==> src/rtl/hist_lut_gen.sv <==
// Histogram-equalisation LUT generator: walks a 256-bin CDF and writes an 8-bit LUT,
// sequencing external fixed2float, divider, multiplier and float2fixed cores.
//
// state      | meaning
// FLUSH      | post-reset hold-off, lets stale IP results drain
// IDLE       | waiting for start
// DEN_F2F    | den = total_pixels - cdf_min converted to float
// SCALE_DIV  | scale = 255.0 / denf
// RD_CDF     | read cdf[bin] (address cycle, then data cycle)
// BIN_F2F    | num converted to float
// BIN_MULT   | num_f * scale
// BIN_F2X    | product converted back to fixed
// WR_LUT     | write saturated value to lut[bin]
// DONE       | one-cycle completion pulse

module hist_lut_gen #(
    parameter int C_DATA_WIDTH = 32,
    parameter int C_FLUSH      = 16
) (
    input  logic                    clk,
    input  logic                    reset,
    input  logic                    start,
    output logic                    busy,
    output logic                    done,
    input  logic [C_DATA_WIDTH-1:0] total_pixels,
    input  logic [C_DATA_WIDTH-1:0] cdf_min,
    output logic                    cdf_rd_en,
    output logic [7:0]              cdf_addr,
    input  logic [C_DATA_WIDTH-1:0] cdf_data,
    output logic                    lut_we,
    output logic [7:0]              lut_addr,
    output logic [7:0]              lut_data,
    output logic [C_DATA_WIDTH-1:0] f2f_a,
    output logic                    f2f_valid,
    input  logic                    f2f_rfd,
    input  logic [C_DATA_WIDTH-1:0] f2f_result,
    input  logic                    f2f_rdy,
    output logic [C_DATA_WIDTH-1:0] div_a,
    output logic [C_DATA_WIDTH-1:0] div_b,
    output logic                    div_valid,
    input  logic                    div_rfd,
    input  logic [C_DATA_WIDTH-1:0] div_result,
    input  logic                    div_rdy,
    output logic [C_DATA_WIDTH-1:0] mult_a,
    output logic [C_DATA_WIDTH-1:0] mult_b,
    output logic                    mult_valid,
    input  logic                    mult_rfd,
    input  logic [C_DATA_WIDTH-1:0] mult_result,
    input  logic                    mult_rdy,
    output logic [C_DATA_WIDTH-1:0] f2x_a,
    output logic                    f2x_valid,
    input  logic                    f2x_rfd,
    input  logic [C_DATA_WIDTH-1:0] f2x_result,
    input  logic                    f2x_rdy
);

    localparam int FLUSH_W = (C_FLUSH > 1) ? $clog2(C_FLUSH) : 1;
    localparam logic [FLUSH_W-1:0]      FLUSH_LAST = FLUSH_W'(C_FLUSH - 1);
    localparam logic [C_DATA_WIDTH-1:0] SCALE_NUM  = C_DATA_WIDTH'(32'h437F_0000);

    typedef enum logic [3:0] {
        ST_FLUSH, ST_IDLE, ST_DEN_F2F, ST_SCALE_DIV, ST_RD_CDF,
        ST_BIN_F2F, ST_BIN_MULT, ST_BIN_F2X, ST_WR_LUT, ST_DONE
    } state_t;

    state_t                  r_state;
    logic [FLUSH_W-1:0]      r_flush_cnt;
    logic [7:0]              r_bin;
    logic                    r_issued;
    logic                    r_rd_ph;
    logic                    r_busy;
    logic                    r_done;
    logic                    r_cdf_rd_en;
    logic [7:0]              r_cdf_addr;
    logic                    r_lut_we;
    logic [7:0]              r_lut_addr;
    logic [7:0]              r_lut_data;
    logic [C_DATA_WIDTH-1:0] r_cdf_min;
    logic [C_DATA_WIDTH-1:0] r_scale;
    logic [C_DATA_WIDTH-1:0] r_f2f_a;
    logic                    r_f2f_valid;
    logic [C_DATA_WIDTH-1:0] r_div_a;
    logic [C_DATA_WIDTH-1:0] r_div_b;
    logic                    r_div_valid;
    logic [C_DATA_WIDTH-1:0] r_mult_a;
    logic [C_DATA_WIDTH-1:0] r_mult_b;
    logic                    r_mult_valid;
    logic [C_DATA_WIDTH-1:0] r_f2x_a;
    logic                    r_f2x_valid;

    logic [C_DATA_WIDTH-1:0] w_num;
    logic [7:0]              w_f2x_sat;

    assign w_num     = (cdf_data > r_cdf_min) ? (cdf_data - r_cdf_min) : '0;
    // Negative fixed-point results clamp to 0, anything above 255 to 255.
    assign w_f2x_sat = f2x_result[C_DATA_WIDTH-1]            ? 8'h00 :
                       (f2x_result > C_DATA_WIDTH'(255))     ? 8'hFF : f2x_result[7:0];

    always_ff @(posedge clk or negedge reset) begin
        if (!reset) begin
            r_state      <= ST_FLUSH;
            r_flush_cnt  <= '0;
            r_bin        <= '0;
            r_issued     <= 1'b0;
            r_rd_ph      <= 1'b0;
            r_busy       <= 1'b0;
            r_done       <= 1'b0;
            r_cdf_rd_en  <= 1'b0;
            r_cdf_addr   <= '0;
            r_lut_we     <= 1'b0;
            r_lut_addr   <= '0;
            r_lut_data   <= '0;
            r_cdf_min    <= '0;
            r_scale      <= '0;
            r_f2f_a      <= '0;
            r_f2f_valid  <= 1'b0;
            r_div_a      <= '0;
            r_div_b      <= '0;
            r_div_valid  <= 1'b0;
            r_mult_a     <= '0;
            r_mult_b     <= '0;
            r_mult_valid <= 1'b0;
            r_f2x_a      <= '0;
            r_f2x_valid  <= 1'b0;
        end else begin
            r_done       <= 1'b0;
            r_cdf_rd_en  <= 1'b0;
            r_lut_we     <= 1'b0;
            r_f2f_valid  <= 1'b0;
            r_div_valid  <= 1'b0;
            r_mult_valid <= 1'b0;
            r_f2x_valid  <= 1'b0;

            case (r_state)
                ST_FLUSH: begin
                    if (r_flush_cnt == FLUSH_LAST) begin
                        r_state <= ST_IDLE;
                    end else begin
                        r_flush_cnt <= r_flush_cnt + FLUSH_W'(1);
                    end
                end
                ST_IDLE: begin
                    if (start) begin
                        r_busy    <= 1'b1;
                        r_cdf_min <= cdf_min;
                        r_bin     <= '0;
                        r_issued  <= 1'b0;
                        if (total_pixels <= cdf_min) begin
                            r_scale     <= '0;
                            r_cdf_rd_en <= 1'b1;
                            r_cdf_addr  <= '0;
                            r_rd_ph     <= 1'b0;
                            r_state     <= ST_RD_CDF;
                        end else begin
                            r_f2f_a <= total_pixels - cdf_min;
                            r_state <= ST_DEN_F2F;
                        end
                    end
                end
                ST_DEN_F2F: begin
                    if (!r_issued) begin
                        if (f2f_rfd) begin
                            r_f2f_valid <= 1'b1;
                            r_issued    <= 1'b1;
                        end
                    end else if (f2f_rdy) begin
                        r_div_a  <= SCALE_NUM;
                        r_div_b  <= f2f_result;
                        r_issued <= 1'b0;
                        r_state  <= ST_SCALE_DIV;
                    end
                end
                ST_SCALE_DIV: begin
                    if (!r_issued) begin
                        if (div_rfd) begin
                            r_div_valid <= 1'b1;
                            r_issued    <= 1'b1;
                        end
                    end else if (div_rdy) begin
                        r_scale     <= div_result;
                        r_issued    <= 1'b0;
                        r_bin       <= '0;
                        r_cdf_rd_en <= 1'b1;
                        r_cdf_addr  <= '0;
                        r_rd_ph     <= 1'b0;
                        r_state     <= ST_RD_CDF;
                    end
                end
                ST_RD_CDF: begin
                    // Phase 0 is the address cycle; RAM data is valid in phase 1.
                    if (!r_rd_ph) begin
                        r_rd_ph <= 1'b1;
                    end else begin
                        r_rd_ph  <= 1'b0;
                        r_f2f_a  <= w_num;
                        r_issued <= 1'b0;
                        r_state  <= ST_BIN_F2F;
                    end
                end
                ST_BIN_F2F: begin
                    if (!r_issued) begin
                        if (f2f_rfd) begin
                            r_f2f_valid <= 1'b1;
                            r_issued    <= 1'b1;
                        end
                    end else if (f2f_rdy) begin
                        r_mult_a <= f2f_result;
                        r_mult_b <= r_scale;
                        r_issued <= 1'b0;
                        r_state  <= ST_BIN_MULT;
                    end
                end
                ST_BIN_MULT: begin
                    if (!r_issued) begin
                        if (mult_rfd) begin
                            r_mult_valid <= 1'b1;
                            r_issued     <= 1'b1;
                        end
                    end else if (mult_rdy) begin
                        r_f2x_a  <= mult_result;
                        r_issued <= 1'b0;
                        r_state  <= ST_BIN_F2X;
                    end
                end
                ST_BIN_F2X: begin
                    if (!r_issued) begin
                        if (f2x_rfd) begin
                            r_f2x_valid <= 1'b1;
                            r_issued    <= 1'b1;
                        end
                    end else if (f2x_rdy) begin
                        r_lut_we   <= 1'b1;
                        r_lut_addr <= r_bin;
                        r_lut_data <= w_f2x_sat;
                        r_issued   <= 1'b0;
                        r_state    <= ST_WR_LUT;
                    end
                end
                ST_WR_LUT: begin
                    if (r_bin == 8'hFF) begin
                        r_done  <= 1'b1;
                        r_busy  <= 1'b0;
                        r_state <= ST_DONE;
                    end else begin
                        r_bin       <= r_bin + 8'd1;
                        r_cdf_rd_en <= 1'b1;
                        r_cdf_addr  <= r_bin + 8'd1;
                        r_rd_ph     <= 1'b0;
                        r_state     <= ST_RD_CDF;
                    end
                end
                ST_DONE: begin
                    r_state <= ST_IDLE;
                end
                default: begin
                    r_state <= ST_FLUSH;
                end
            endcase
        end
    end

    assign busy       = r_busy;
    assign done       = r_done;
    assign cdf_rd_en  = r_cdf_rd_en;
    assign cdf_addr   = r_cdf_addr;
    assign lut_we     = r_lut_we;
    assign lut_addr   = r_lut_addr;
    assign lut_data   = r_lut_data;
    assign f2f_a      = r_f2f_a;
    assign f2f_valid  = r_f2f_valid;
    assign div_a      = r_div_a;
    assign div_b      = r_div_b;
    assign div_valid  = r_div_valid;
    assign mult_a     = r_mult_a;
    assign mult_b     = r_mult_b;
    assign mult_valid = r_mult_valid;
    assign f2x_a      = r_f2x_a;
    assign f2x_valid  = r_f2x_valid;

endmodule

==> config.mk <==
export PLATFORM = sky130hd
export DESIGN_NAME = hist_lut_gen
export DESIGN_NICKNAME = d
export VERILOG_FILES = /design/src/rtl/hist_lut_gen.sv
export SDC_FILE = /design/constraint.sdc
export NUM_CORES = 1
export LEC_CHECK = 0
export CAP_MARGIN = 20
export CELL_PAD_IN_SITES_DETAIL_PLACEMENT = 0
export CELL_PAD_IN_SITES_GLOBAL_PLACEMENT = 1
export CORE_ASPECT_RATIO = 2
export CORE_MARGIN = 4
export CORE_UTILIZATION = 35
export CTS_BUF_LIST = sky130_fd_sc_hd__clkbuf_16
export DETAILED_ROUTE_END_ITERATION = 6
export GPL_TIMING_DRIVEN = 0
export PLACE_DENSITY_LB_ADDON = 0.1
export SYNTH_ARGS = -nofsm -noshare
export SYNTH_HDL_FRONTEND = slang
export SYNTH_SLANG_ARGS = --single-unit
==> constraint.sdc <==
create_clock -name clk -period 8 [get_ports clk]
set_clock_uncertainty 0.15 [all_clocks]
set_input_delay 1.6 -clock clk [delete_from_list [all_inputs] [get_ports clk]]
set_output_delay 1.6 -clock clk [all_outputs]
set_load 0.02 [all_outputs]
==> summary.md, run 1 <==
| Metric | Value |
|---|---|
| Routability congestion estimate | `0.8989` |
| Startpoint Class | `input port` |
| CTS H-tree depth | `1` |
| Mapped Area | `15110 um2` |
| Maximum clock insertion buffer count | `3` |
| Setup bufs post-CTS | `0` |
| Final #Nets | `2312` |
| Num CTS Buffers | `28` |
| Total die area | `46770 um2` |
| Share of synthesized registers carrying an async set or reset | `100.0%` |
| Non-filler cells in the finished layout | `2574` |
| Largest family of logic cells by synthesized area | `compound AO/OA/AOI/OAI gates` |
| Max Cap Violations | `0` |
| CTS Sinks | `275` |
| # DRC | `0` |
| Avg Cell Area, Syn | `9.944 um2` |
| Wirelength, routed | `55760 um` |
| Sequential-to-total area share from yosys stat | `45.53%` |
| Global-route wire length before repair | `83750 um` |
| Crit path required time | `8290 ps` |
| Crit path capture type | `flop` |
| Routed vias | `13050` |
| Worst setup startpoint | `cdf_data[0]` |
| Critical Path Sink | `f2f_a[2]` |
| WL met2 | `31330 um` |
| Most used DFF post-synth | `dfrtp_1` |
| Share of layout cells above drive strength 1 | `12.45%` |
| Worst Path Arrival | `5580 ps` |
| Cts-stage hold buffer count | `0` |
| CTS tree | `built` |
| Die Y | `301.9 um` |
| Slew headroom | `36.38%` |
| Starting Density | `35.39%` |
| Uppermost layer routed | `met5` |
| Setup violations, final | `0` |
| Yosys cell types | `80` |
| Largest net degree at the start of global routing | `121` |
| Worst setup path category | `in2reg` |
| Worst Tran Pin Value | `947.0 ps` |
| CTS Root Cell | `clkbuf_16` |
| P&R area growth vs syn | `40.45%` |
| Final Hold Fails | `0` |
| Sequential power share | `29.6%` |
| Top-area cell type share of the netlist area | `45.53%` |
| Number of max-slew violations in the final report | `0` |
| Status | `finished clean` |
| Net Switching | `3.183 mW` |
| Flop-to-flop setup slack | `3850 ps` |
| DP HPWL | `45710 um` |
| R2r startpoint | `r_cdf_min[0]` |
| Simple-gate area share of the yosys netlist | `13.62%` |
| Reg-to-Reg End | `f2f_a[2]` |
| Number of placement rows | `107` |
| Hold crit path type | `reg2reg` |
| Worst Reg-to-Reg Cells | `13` |
| TritonRoute pass-1 iters | `5` |
| DP Cell Count | `2524` |
| I/O pin count | `459` |
| Via density | `5.070` |
| Setup TNS Final | `0 ps` |
| Leakage | `9.485 nW` |
| Synth warn | `0` |
| Post-route clock period utilization | `66.16%` |
| Core footprint | `42710 um2` |
| Switching Fraction | `40.82%` |
| Minimum clock period | `5293 ps` |
| Vias in the first global route | `14059` |
| Comb pwr share | `53.0%` |
| Synth Area in Adders | `5.728%` |
| Largest area contributor in the netlist | `dfrtp_1` |
| Synthesis-stage register bit count | `275` |
| Pwr per Cell Area | `367.3 nW/um2` |
| Xor and xnor area share after synthesis | `3.419%` |
| Gate Count Post-Synth | `1520` |
| Synth Area in Compound Gates | `15.70%` |
| Clk slew on worst S/H paths | `60 ps` |
| Clock network power share | `17.4%` |
| Per-cell routed wire length | `21.66 um` |
| Post-route ant nets | `0` |
| Initial antenna violation count | `8` |
| PortBufs | `435` |
| All-Layer GR Usage | `23.20%` |
| Post_cts resized | `0` |
| Peak VDD IR | `0.0001924 V` |
| Internal power | `4.614 mW` |
| Mux share of post-synthesis cell area | `9.810%` |
| Routed wire length on met3 | `3319 um` |
| Met1 Wirelength | `18160 um` |
| Iter 0 DRT Violations | `536` |
| Ranking of synthesized cells by area | `dfrtp_1 46%, mux2_2 8.0%, ha_1 5.5%, nand2_1 5.0%, o21ai_0 2.7%` |
| EDFF count, synth | `0` |
| Grt total ovfl | `0` |
| Unrepaired setup endpoints after global routing | `false` |
| Worst skew pair latency | `560 ps` |
| Crit-path max FO | `10` |
| Total power | `7.797 mW` |
| FMAX | `188.9 MHz` |
| Util after Layout | `49.71%` |
| Die Span X | `154.9 um` |
## synth_stat cells, drive strengths merged, types with 3 or more instances
| cell type | number |
|---|---|
| dfrtp | 275 |
| nand2 | 202 |
| mux2 | 129 |
| o21ai | 113 |
| nor2 | 110 |
| inv | 83 |
| a21oi | 75 |
| buf | 66 |
| ha | 66 |
| clkbuf | 34 |
| xnor2 | 33 |
| a21o | 27 |
| xor2 | 26 |
| nand3 | 23 |
| o31ai | 20 |
| a221oi | 19 |
| nor3 | 18 |
| and3 | 16 |
| o21a | 15 |
| nor2b | 14 |
| nand4 | 12 |
| nor4 | 10 |
| o21bai | 9 |
| a21boi | 8 |
| a31oi | 8 |
| and4 | 8 |
| o211ai | 8 |
| a211oi | 7 |
| nand2b | 7 |
| or2 | 6 |
| or3 | 6 |
| a22oi | 5 |
| and2 | 5 |
| o22ai | 4 |
| or4 | 4 |
| a2111oi | 3 |
| a211o | 3 |
| a22o | 3 |
| a311oi | 3 |
| mux2i | 3 |
| nor3b | 3 |
| nor4b | 3 |
| o41ai | 3 |
## cell type report
cell class | instances | area [um2]
Clock buffer | 29 | 725.7
Multi-Input combinational cell | 1082 | 7378
Timing Repair Buffer | 438 | 4419
Tap cell | 545 | 681.9
Inverter | 84 | 315.3
Buffer | 100 | 618.1
Clock inverter | 16 | 195.2
Fill cell | 4014 | 21480
Antenna cell | 5 | 12.51
Sequential cell | 275 | 6882
## worst min path at each step
stage | startpoint | end | cells after the start
5_1_grt | r_flush_cnt[3] | r_flush_cnt[3] | 1
3_3_place_gp | r_flush_cnt[3] | r_flush_cnt[3] | 1
2_1_floorplan | r_scale[1] | r_scale[1] | 2
3_5_place_dp | lut_data[0] | lut_data[0] | 2
4_1_cts | lut_data[0] | lut_data[0] | 2
6_report | lut_data[0] | lut_data[0] | 2
## logic make-up (layout without fill, tap and decap cells)
| family | count (synthesis) | in the layout |
|---|---|---|
| AND/OR/NAND/NOR | 451 | 451 |
| AO/OA/AOI/OAI | 350 | 350 |
| flip-flops | 275 | 275 |
| buffers and inverters | 184 | 667 |
| multiplexers | 132 | 132 |
| adder cells (fa/ha/maj) | 68 | 68 |
| XOR/XNOR | 59 | 59 |
| other | 1 | 27 |
## flip-flops by register name (all words and copies together), names as in the netlist, 8 cells and up
name,flops
f2x_a,32
lut_addr,8
r_scale,32
mult_a,32
cdf_addr,8
mult_b,32
f2f_a,32
div_b,32
r_bin,8
r_cdf_min,32
lut_data,8
## through the flow
| step | area (um2) | hold WS, ps | setup WS [ps] |
|---|---|---|---|
| 2_1_floorplan | 15190 | 293.6 | 3655 |
| 3_3_place_gp | 20230 | 310.6 | -7095 |
| 3_5_place_dp | 20290 | 316.0 | 2094 |
| 4_1_cts | 21220 | 331.4 | 2700 |
| 5_1_grt | 21220 | 351.2 | 2581 |
| 6_report | 21230 | 327.0 | 2707 |
## metal layers
metal | vias up | global-route usage, %
met2 | 448 | 46.06
met1 | 6238 | 22.60
met3 | 107 | 3.865
met4 | 4 | 11.24
li1 | 6253 | -
met5 | - | 0
## worst max-delay path: stages
cell and delay, ps:
clkdlybuf4s50_1 400, inv_1 60, ha_1 160, inv_1 50, fa_1 420, a21o_1 210
a22oi_2 200, a21oi_1 240, a311oi_2 810, o21bai_1 250, o2111a_1 320, buf_6 150
buf_4 210, a221oi_1 420, nor2_1 70
## placed cells by master (no fill, tap or decap), types with 18 or more instances in the layout
cell / n
a21o_1: 27
o21ai_0: 83
nand3_1: 23
inv_1: 85
nor2_1: 109
clkdlybuf4s50_1: 434
dfrtp_1: 275
clkbuf_1: 34
buf_4: 41
mux2_1: 21
xor2_1: 26
nand2_1: 201
mux2_2: 108
nor3_1: 18
ha_1: 66
clkbuf_16: 29
a21oi_1: 75
o31ai_1: 19
xnor2_1: 33
o21ai_1: 30
conb_1: 22
## power groups by stage
stage | clock [mW] | sequential [mW] | combinational, mW
floorplan | 0 | 2.78 | 1.89
global placement | 0 | 2.31 | 4.13
detailed placement | 0 | 2.33 | 4.17
CTS | 1.40 | 2.31 | 4.19
global route | 1.45 | 2.38 | 4.45
finish | 1.36 | 2.31 | 4.13
Note: power is estimated with default switching activity, not from simulation.
==> run 2: changes to the inputs <==
--- a/config.mk
+++ b/config.mk
@@ -10,7 +10,7 @@
 export CELL_PAD_IN_SITES_GLOBAL_PLACEMENT = 1
 export CORE_ASPECT_RATIO = 2
 export CORE_MARGIN = 4
-export CORE_UTILIZATION = 35
+export CORE_UTILIZATION = 33
 export CTS_BUF_LIST = sky130_fd_sc_hd__clkbuf_16
 export DETAILED_ROUTE_END_ITERATION = 6
 export GPL_TIMING_DRIVEN = 0
==> constraint.sdc (replaced) <==
create_clock -name clk -period 4.8 [get_ports clk]
set_clock_uncertainty 0.15 [all_clocks]
set_input_delay 0.96 -clock clk [delete_from_list [all_inputs] [get_ports clk]]
set_output_delay 0.96 -clock clk [all_outputs]
set_load 0.02 [all_outputs]
==> summary.md, run 2 (synthesis results as in run 1) <==
| Metric | Value |
|---|---|
| Initial antenna violation count | `8 (unchanged)` |
| Switching Fraction | `40.95% (+0.13 points)` |
| Pwr per Cell Area | `612.6 nW/um2 (+67%)` |
| Number of placement rows | `110 (+2.8%)` |
| Post-route ant nets | `0 (unchanged)` |
| Setup violations, final | `0 (unchanged)` |
| Vias in the first global route | `13858 (-1.4%)` |
| Unrepaired setup endpoints after global routing | `false` |
| Leakage | `9.494 nW (about the same)` |
| Routability congestion estimate | `0.8720 (-3.0%)` |
| Internal power | `7.689 mW (+67%)` |
| Crit path required time | `5080 ps (-3210 ps)` |
| Net Switching | `5.332 mW (+68%)` |
| Starting Density | `33.48% (-1.9 points)` |
| DP HPWL | `46250 um (+1.2%)` |
| Setup TNS Final | `0 ps (unchanged)` |
| Crit path capture type | `flop` |
| Share of layout cells above drive strength 1 | `12.33% (-0.12 points)` |
| Iter 0 DRT Violations | `526 (-1.9%)` |
| Placed instance area | `20310 um2 (about the same)` |
| Via density | `5.018 (-1.0%)` |
| Peak VDD IR | `0.0003217 V (+67%)` |
| Die Y | `310.7 um (+2.9%)` |
| Num CTS Buffers | `28 (unchanged)` |
| Status | `finished clean` |
| Total die area | `49500 um2 (+5.8%)` |
| Clock network power share | `17.5% (about the same)` |
| CTS tree | `built` |
| P&R area growth vs syn | `40.63%` |
| Crit-path max FO | `10 (unchanged)` |
| CTS H-tree depth | `1 (unchanged)` |
| Sequential power share | `29.5% (about the same)` |
| Final Hold Fails | `0 (unchanged)` |
| Routed vias | `13016 (-0.26%)` |
| Worst Reg-to-Reg Cells | `13 (unchanged)` |
| Slew headroom | `38.28% (+1.9 points)` |
| Post-route clock period utilization | `95.42%` |
| Most common cell after layout, fill and taps aside | `clkdlybuf4s50_1` |
| Largest net degree at the start of global routing | `98 (-19%)` |
| CTS Root Cell | `clkbuf_16` |
| R2r startpoint | `r_cdf_min[0]` |
| Minimum clock period | `4580 ps` |
| FMAX | `218.3 MHz` |
| Hold crit path type | `in2async` |
| Max Cap Violations | `0 (unchanged)` |
| I/O pin count | `459 (unchanged)` |
| Worst setup path category | `in2reg` |
| Worst Path Arrival | `4860 ps (-720 ps)` |
| Startpoint Class | `input port` |
| Core footprint | `45140 um2 (+5.7%)` |
| Reg-to-Reg End | `f2f_a[14]` |
| Cts-stage hold buffer count | `0 (unchanged)` |
| Wirelength, routed | `56400 um (+1.2%)` |
| Maximum clock insertion buffer count | `3 (unchanged)` |
| Worst skew pair latency | `570 ps (about the same)` |
| All-Layer GR Usage | `22.01% (-1.2 points)` |
| Number of max-slew violations in the final report | `0 (unchanged)` |
| Setup bufs post-CTS | `0 (unchanged)` |
| Final instance area | `21260 um2 (+0.13%)` |
| Post_cts resized | `0 (unchanged)` |
| Clk slew on worst S/H paths | `60 ps (about the same)` |
| Worst setup startpoint | `cdf_data[0]` |
| Commonest cells after routing, fill and taps aside | `434 x clkdlybuf4s50_1, 275 x dfrtp_1, 201 x nand2_1` |
| Final #Nets | `2312 (unchanged)` |
| Critical Path Sink | `f2f_a[14]` |
| Global-route wire length before repair | `84730 um (+1.2%)` |
| Worst Tran Pin Value | `913.8 ps (-33.16 ps)` |
| Grt total ovfl | `0 (unchanged)` |
| TritonRoute pass-1 iters | `6 (+1)` |
| Flop-to-flop setup slack | `730 ps (-3120 ps)` |
| Die Span X | `159.3 um (+2.8%)` |
| Per-cell routed wire length | `21.74 um (+0.38%)` |
| # DRC | `0 (unchanged)` |
| Hold_ws | `270.3 ps (-56.66 ps)` |
| Comb pwr share | `53.0% (about the same)` |
| PortBufs | `435 (unchanged)` |
| CTS Sinks | `275 (unchanged)` |
-- run 2: cell types whose count changed in the layout (fill, tap and decap cells not counted), sizes merged --
cell	previous run	this run
clkinv	7	11
inv	86	87
clkinvlp	3	2
diode	5	6
-- run 2: worst min path at each step --
stage	depth (start not counted)	start	slack [ps]	end
2_1_floorplan	2	r_scale[1]	290	r_scale[1]
3_3_place_gp	2	r_scale[2]	310	r_scale[2]
3_5_place_dp	2	lut_addr[5]	310	lut_addr[5]
4_1_cts	1	reset	320	f2x_a[9]
5_1_grt	1	reset	330	f2x_a[9]
6_report	1	reset	270	f2x_a[9]
-- run 2: per-layer routing --
layer	global-route usage, %	wire length, um	share of wire [%]	vias to the layer above
li1	-	-	-	6250
met1	20.98	18990	34	6244
met2	44.65	31960	57	431
met3	3.817	2759	4.9	91
met4	9.970	2696	4.8	0
met5	0	0	0	-
-- run 2: metrics by stage --
step | util (%) | worst slack (ps) | instances | power (mW)
2_1_floorplan | - | 1095 | 1541 | 7.779
3_3_place_gp | 44.85 | -9729 | 2536 | 10.77
3_5_place_dp | 45.00 | -352.2 | 2539 | 10.86
4_1_cts | 47.05 | 240.2 | 2588 | 13.20
5_1_grt | 47.07 | 166.1 | 2592 | 13.79
6_report | 47.08 | 219.9 | 2594 | 13.02
-- run 2: power groups by stage --
| stage | sequential (mW) | clock, mW | combinational (mW) |
|---|---|---|---|
| CTS | 3.85 | 2.36 | 6.99 |
| global route | 3.96 | 2.44 | 7.39 |
| finish | 3.84 | 2.28 | 6.90 |
| floorplan | 4.63 | 0 | 3.14 |
| detailed placement | 3.89 | 0 | 6.97 |
| global placement | 3.87 | 0 | 6.90 |
-- run 2: worst max-delay path, stage by stage --
cell and delay, ps:
clkdlybuf4s50_1 400, inv_1 60, ha_1 150, inv_1 50, fa_1 410, a21o_1 210, a22oi_2 200, a21oi_1 230
a311oi_2 820, o21bai_1 280, o2111a_1 310, buf_6 150, buf_4 200, a221oi_2 340, nor2_1 70
-- run 2: layout make-up --
type                       instances  area (um2)
fill                            4372       23890
clock inverter                    20       201.4
inverter                          84       315.3
buffer                           100       618.1
tap                              560       700.7
multi-input combinational       1082        7378
clock buffer                      29       725.7
antenna                            6       15.01
sequential                       275        6882
timing repair buffer             438        4419
==> run 3: changes to the inputs <==
--- a/config.mk
+++ b/config.mk
@@ -9,12 +9,12 @@
 export CELL_PAD_IN_SITES_DETAIL_PLACEMENT = 0
 export CELL_PAD_IN_SITES_GLOBAL_PLACEMENT = 1
 export CORE_ASPECT_RATIO = 2
-export CORE_MARGIN = 4
 export CORE_UTILIZATION = 33
 export CTS_BUF_LIST = sky130_fd_sc_hd__clkbuf_16
 export DETAILED_ROUTE_END_ITERATION = 6
 export GPL_TIMING_DRIVEN = 0
 export PLACE_DENSITY_LB_ADDON = 0.1
+export SLEW_MARGIN = 25
 export SYNTH_ARGS = -nofsm -noshare
 export SYNTH_HDL_FRONTEND = slang
 export SYNTH_SLANG_ARGS = --single-unit
==> summary.md, run 3 (synthesis results as in run 1) <==
| Metric | Value |
|---|---|
| CTS tree | `built` |
| Per-cell routed wire length | `20.94 um (-3.7%)` |
| Post_cts resized | `0 (unchanged)` |
| Starting Density | `33.48% (unchanged)` |
| Maximum clock insertion buffer count | `3 (unchanged)` |
| Clk slew on worst S/H paths | `70 ps (about the same)` |
| Most common cell after layout, fill and taps aside | `clkdlybuf4s50_1` |
| Worst Tran Pin Value | `917.0 ps (+3.238 ps)` |
| Worst setup path category | `in2reg` |
| CTS Sinks | `275 (unchanged)` |
| Slew headroom | `38.86% (+0.58 points)` |
| Hold_ws | `187.7 ps (-82.62 ps)` |
| Final #Nets | `2313 (+0.043%)` |
| PortBufs | `435 (unchanged)` |
| Die Y | `304.7 um (-1.9%)` |
| Final Hold Fails | `0 (unchanged)` |
| Via density | `5.003 (-0.28%)` |
| Minimum clock period | `4509 ps (-70.84 ps)` |
| Status | `finished clean` |
| Largest net degree at the start of global routing | `81 (-17%)` |
| Num CTS Buffers | `28 (unchanged)` |
| Peak VDD IR | `0.0003200 V (-0.51%)` |
| Startpoint Class | `input port` |
| Initial antenna violation count | `3 (-5)` |
| Total power | `12.94 mW (-0.62%)` |
| FMAX | `221.8 MHz (+1.6%)` |
| Global-route wire length before repair | `81700 um (-3.6%)` |
| Grt total ovfl | `0 (unchanged)` |
| Pwr per Cell Area | `608.4 nW/um2 (-0.68%)` |
| Post-route ant nets | `0 (unchanged)` |
| CTS Root Cell | `clkbuf_16` |
| Routability congestion estimate | `0.8827 (+1.2%)` |
| Crit path capture type | `flop` |
| # DRC | `0 (unchanged)` |
| All-Layer GR Usage | `23.15% (+1.1 points)` |
| Post-route clock period utilization | `93.94% (-1.5 points)` |
| Worst Path Arrival | `4790 ps (-70 ps)` |
| Core footprint | `45140 um2 (unchanged)` |
| Worst-path cell chain | `clkdlybuf4s50_1 -> inv_1 -> ha_1 -> inv_1 -> fa_1 -> a21o_1 -> a22oi_2 -> a21oi_1 -> a311oi_2 -> o21bai_1 -> o2111a_1 -> buf_6 -> buf_4 -> a221oi_2 -> nor2_1` |
| CTS H-tree depth | `1 (unchanged)` |
| Vias in the first global route | `13594 (-1.9%)` |
| Slowest CP cell | `a311oi_2` |
| Cts-stage hold buffer count | `0 (unchanged)` |
| Max Cap Violations | `0 (unchanged)` |
| Crit path required time | `5080 ps (about the same)` |
| Setup violations, final | `0 (unchanged)` |
| Hold crit path type | `in2async` |
| DP HPWL | `44240 um (-4.4%)` |
| Crit-path max FO | `10 (unchanged)` |
| Number of placement rows | `110 (unchanged)` |
| CP peak stage delay | `730 ps (-90 ps)` |
| Unrepaired setup endpoints after global routing | `false` |
| Critical path's most frequent cell | `inv_1` |
| Share of layout cells above drive strength 1 | `12.52% (+0.19 points)` |
| Routed vias | `12959 (-0.44%)` |
| Worst skew pair latency | `560 ps (about the same)` |
| Wirelength, routed | `54230 um (-3.9%)` |
| TritonRoute pass-1 iters | `5 (-1)` |
| Setup bufs post-CTS | `0 (unchanged)` |
| Commonest cells after routing, fill and taps aside | `434 x clkdlybuf4s50_1, 275 x dfrtp_1, 201 x nand2_1` |
| Leakage | `9.503 nW (about the same)` |
| I/O pin count | `459 (unchanged)` |
| Iter 0 DRT Violations | `429 (-18%)` |
| Number of max-slew violations in the final report | `0 (unchanged)` |
| Total die area | `46710 um2 (-5.6%)` |
| P&R area growth vs syn | `40.72% (about the same)` |
| Die Span X | `153.3 um (-3.8%)` |
## run 3: changes by cell type in the layout (fill, tap and decap cells not counted), sizes merged
cell	delta
buf	+1
bufinv	-1
clkinv	-2
clkinvlp	+1
diode	-5
inv	+2
## run 3: stage by stage
step,utilization (%),setup TNS [ps],instance area (um2),instances,setup slack (ps)
global placement,44.85,-2642860,20250,2536,-9637
detailed placement,45.07,-6754,20350,2540,-332.9
global route,47.11,0,21270,2589,98.60
CTS,47.11,0,21270,2589,242.0
floorplan,-,0,15190,1541,1095
finish,47.11,0,21270,2590,290.7
## run 3: critical path, delay by kind of cell
kind / cells / cell delay, ps
AND/OR/NAND/NOR: 1 / 80
adder cells (fa/ha/maj): 2 / 580
buffers and inverters: 5 / 880
AO/OA/AOI/OAI: 7 / 2260
## run 3: path summary, 6_finish.rpt
path	from	endpoint	slack, ps	depth (start not counted)
max in group asynchronous	reset	f2f_a[21]	3160	3
worst min-delay path	reset	r_scale[12]	190	1
worst max-delay path	cdf_data[0]	f2f_a[10]	290	15
min in group clk	r_scale[2]	r_scale[2]	330	2
worst max register to register	r_cdf_min[0]	f2f_a[10]	800	13
worst min register to register	r_scale[2]	r_scale[2]	330	2
## run 3: cell type report
type | count | area (um2)
repair buffers | 439 | 4449
plain buffers | 100 | 618.1
diodes | 1 | 2.502
clock buffers | 29 | 725.7
fillers | 4356 | 23870
clock inverters | 20 | 192.7
flip-flops and latches | 275 | 6882
inverters | 84 | 315.3
well taps | 560 | 700.7
multi-input cells | 1082 | 7383
## run 3: where the power goes
part	switching, mW	internal, mW	leakage, nW
clock network	0.974	1.26	0.455
registers	0.529	3.31	3.55
logic	3.79	3.08	5.50
total	5.29	7.65	9.50
## run 3: metal layers
layer  global-route usage (%)  share of wire [%]
met4                    10.95                4.9
met5                        0              0.031
met1                    21.88                 34
met3                    3.853                5.2
met2                    46.94                 56
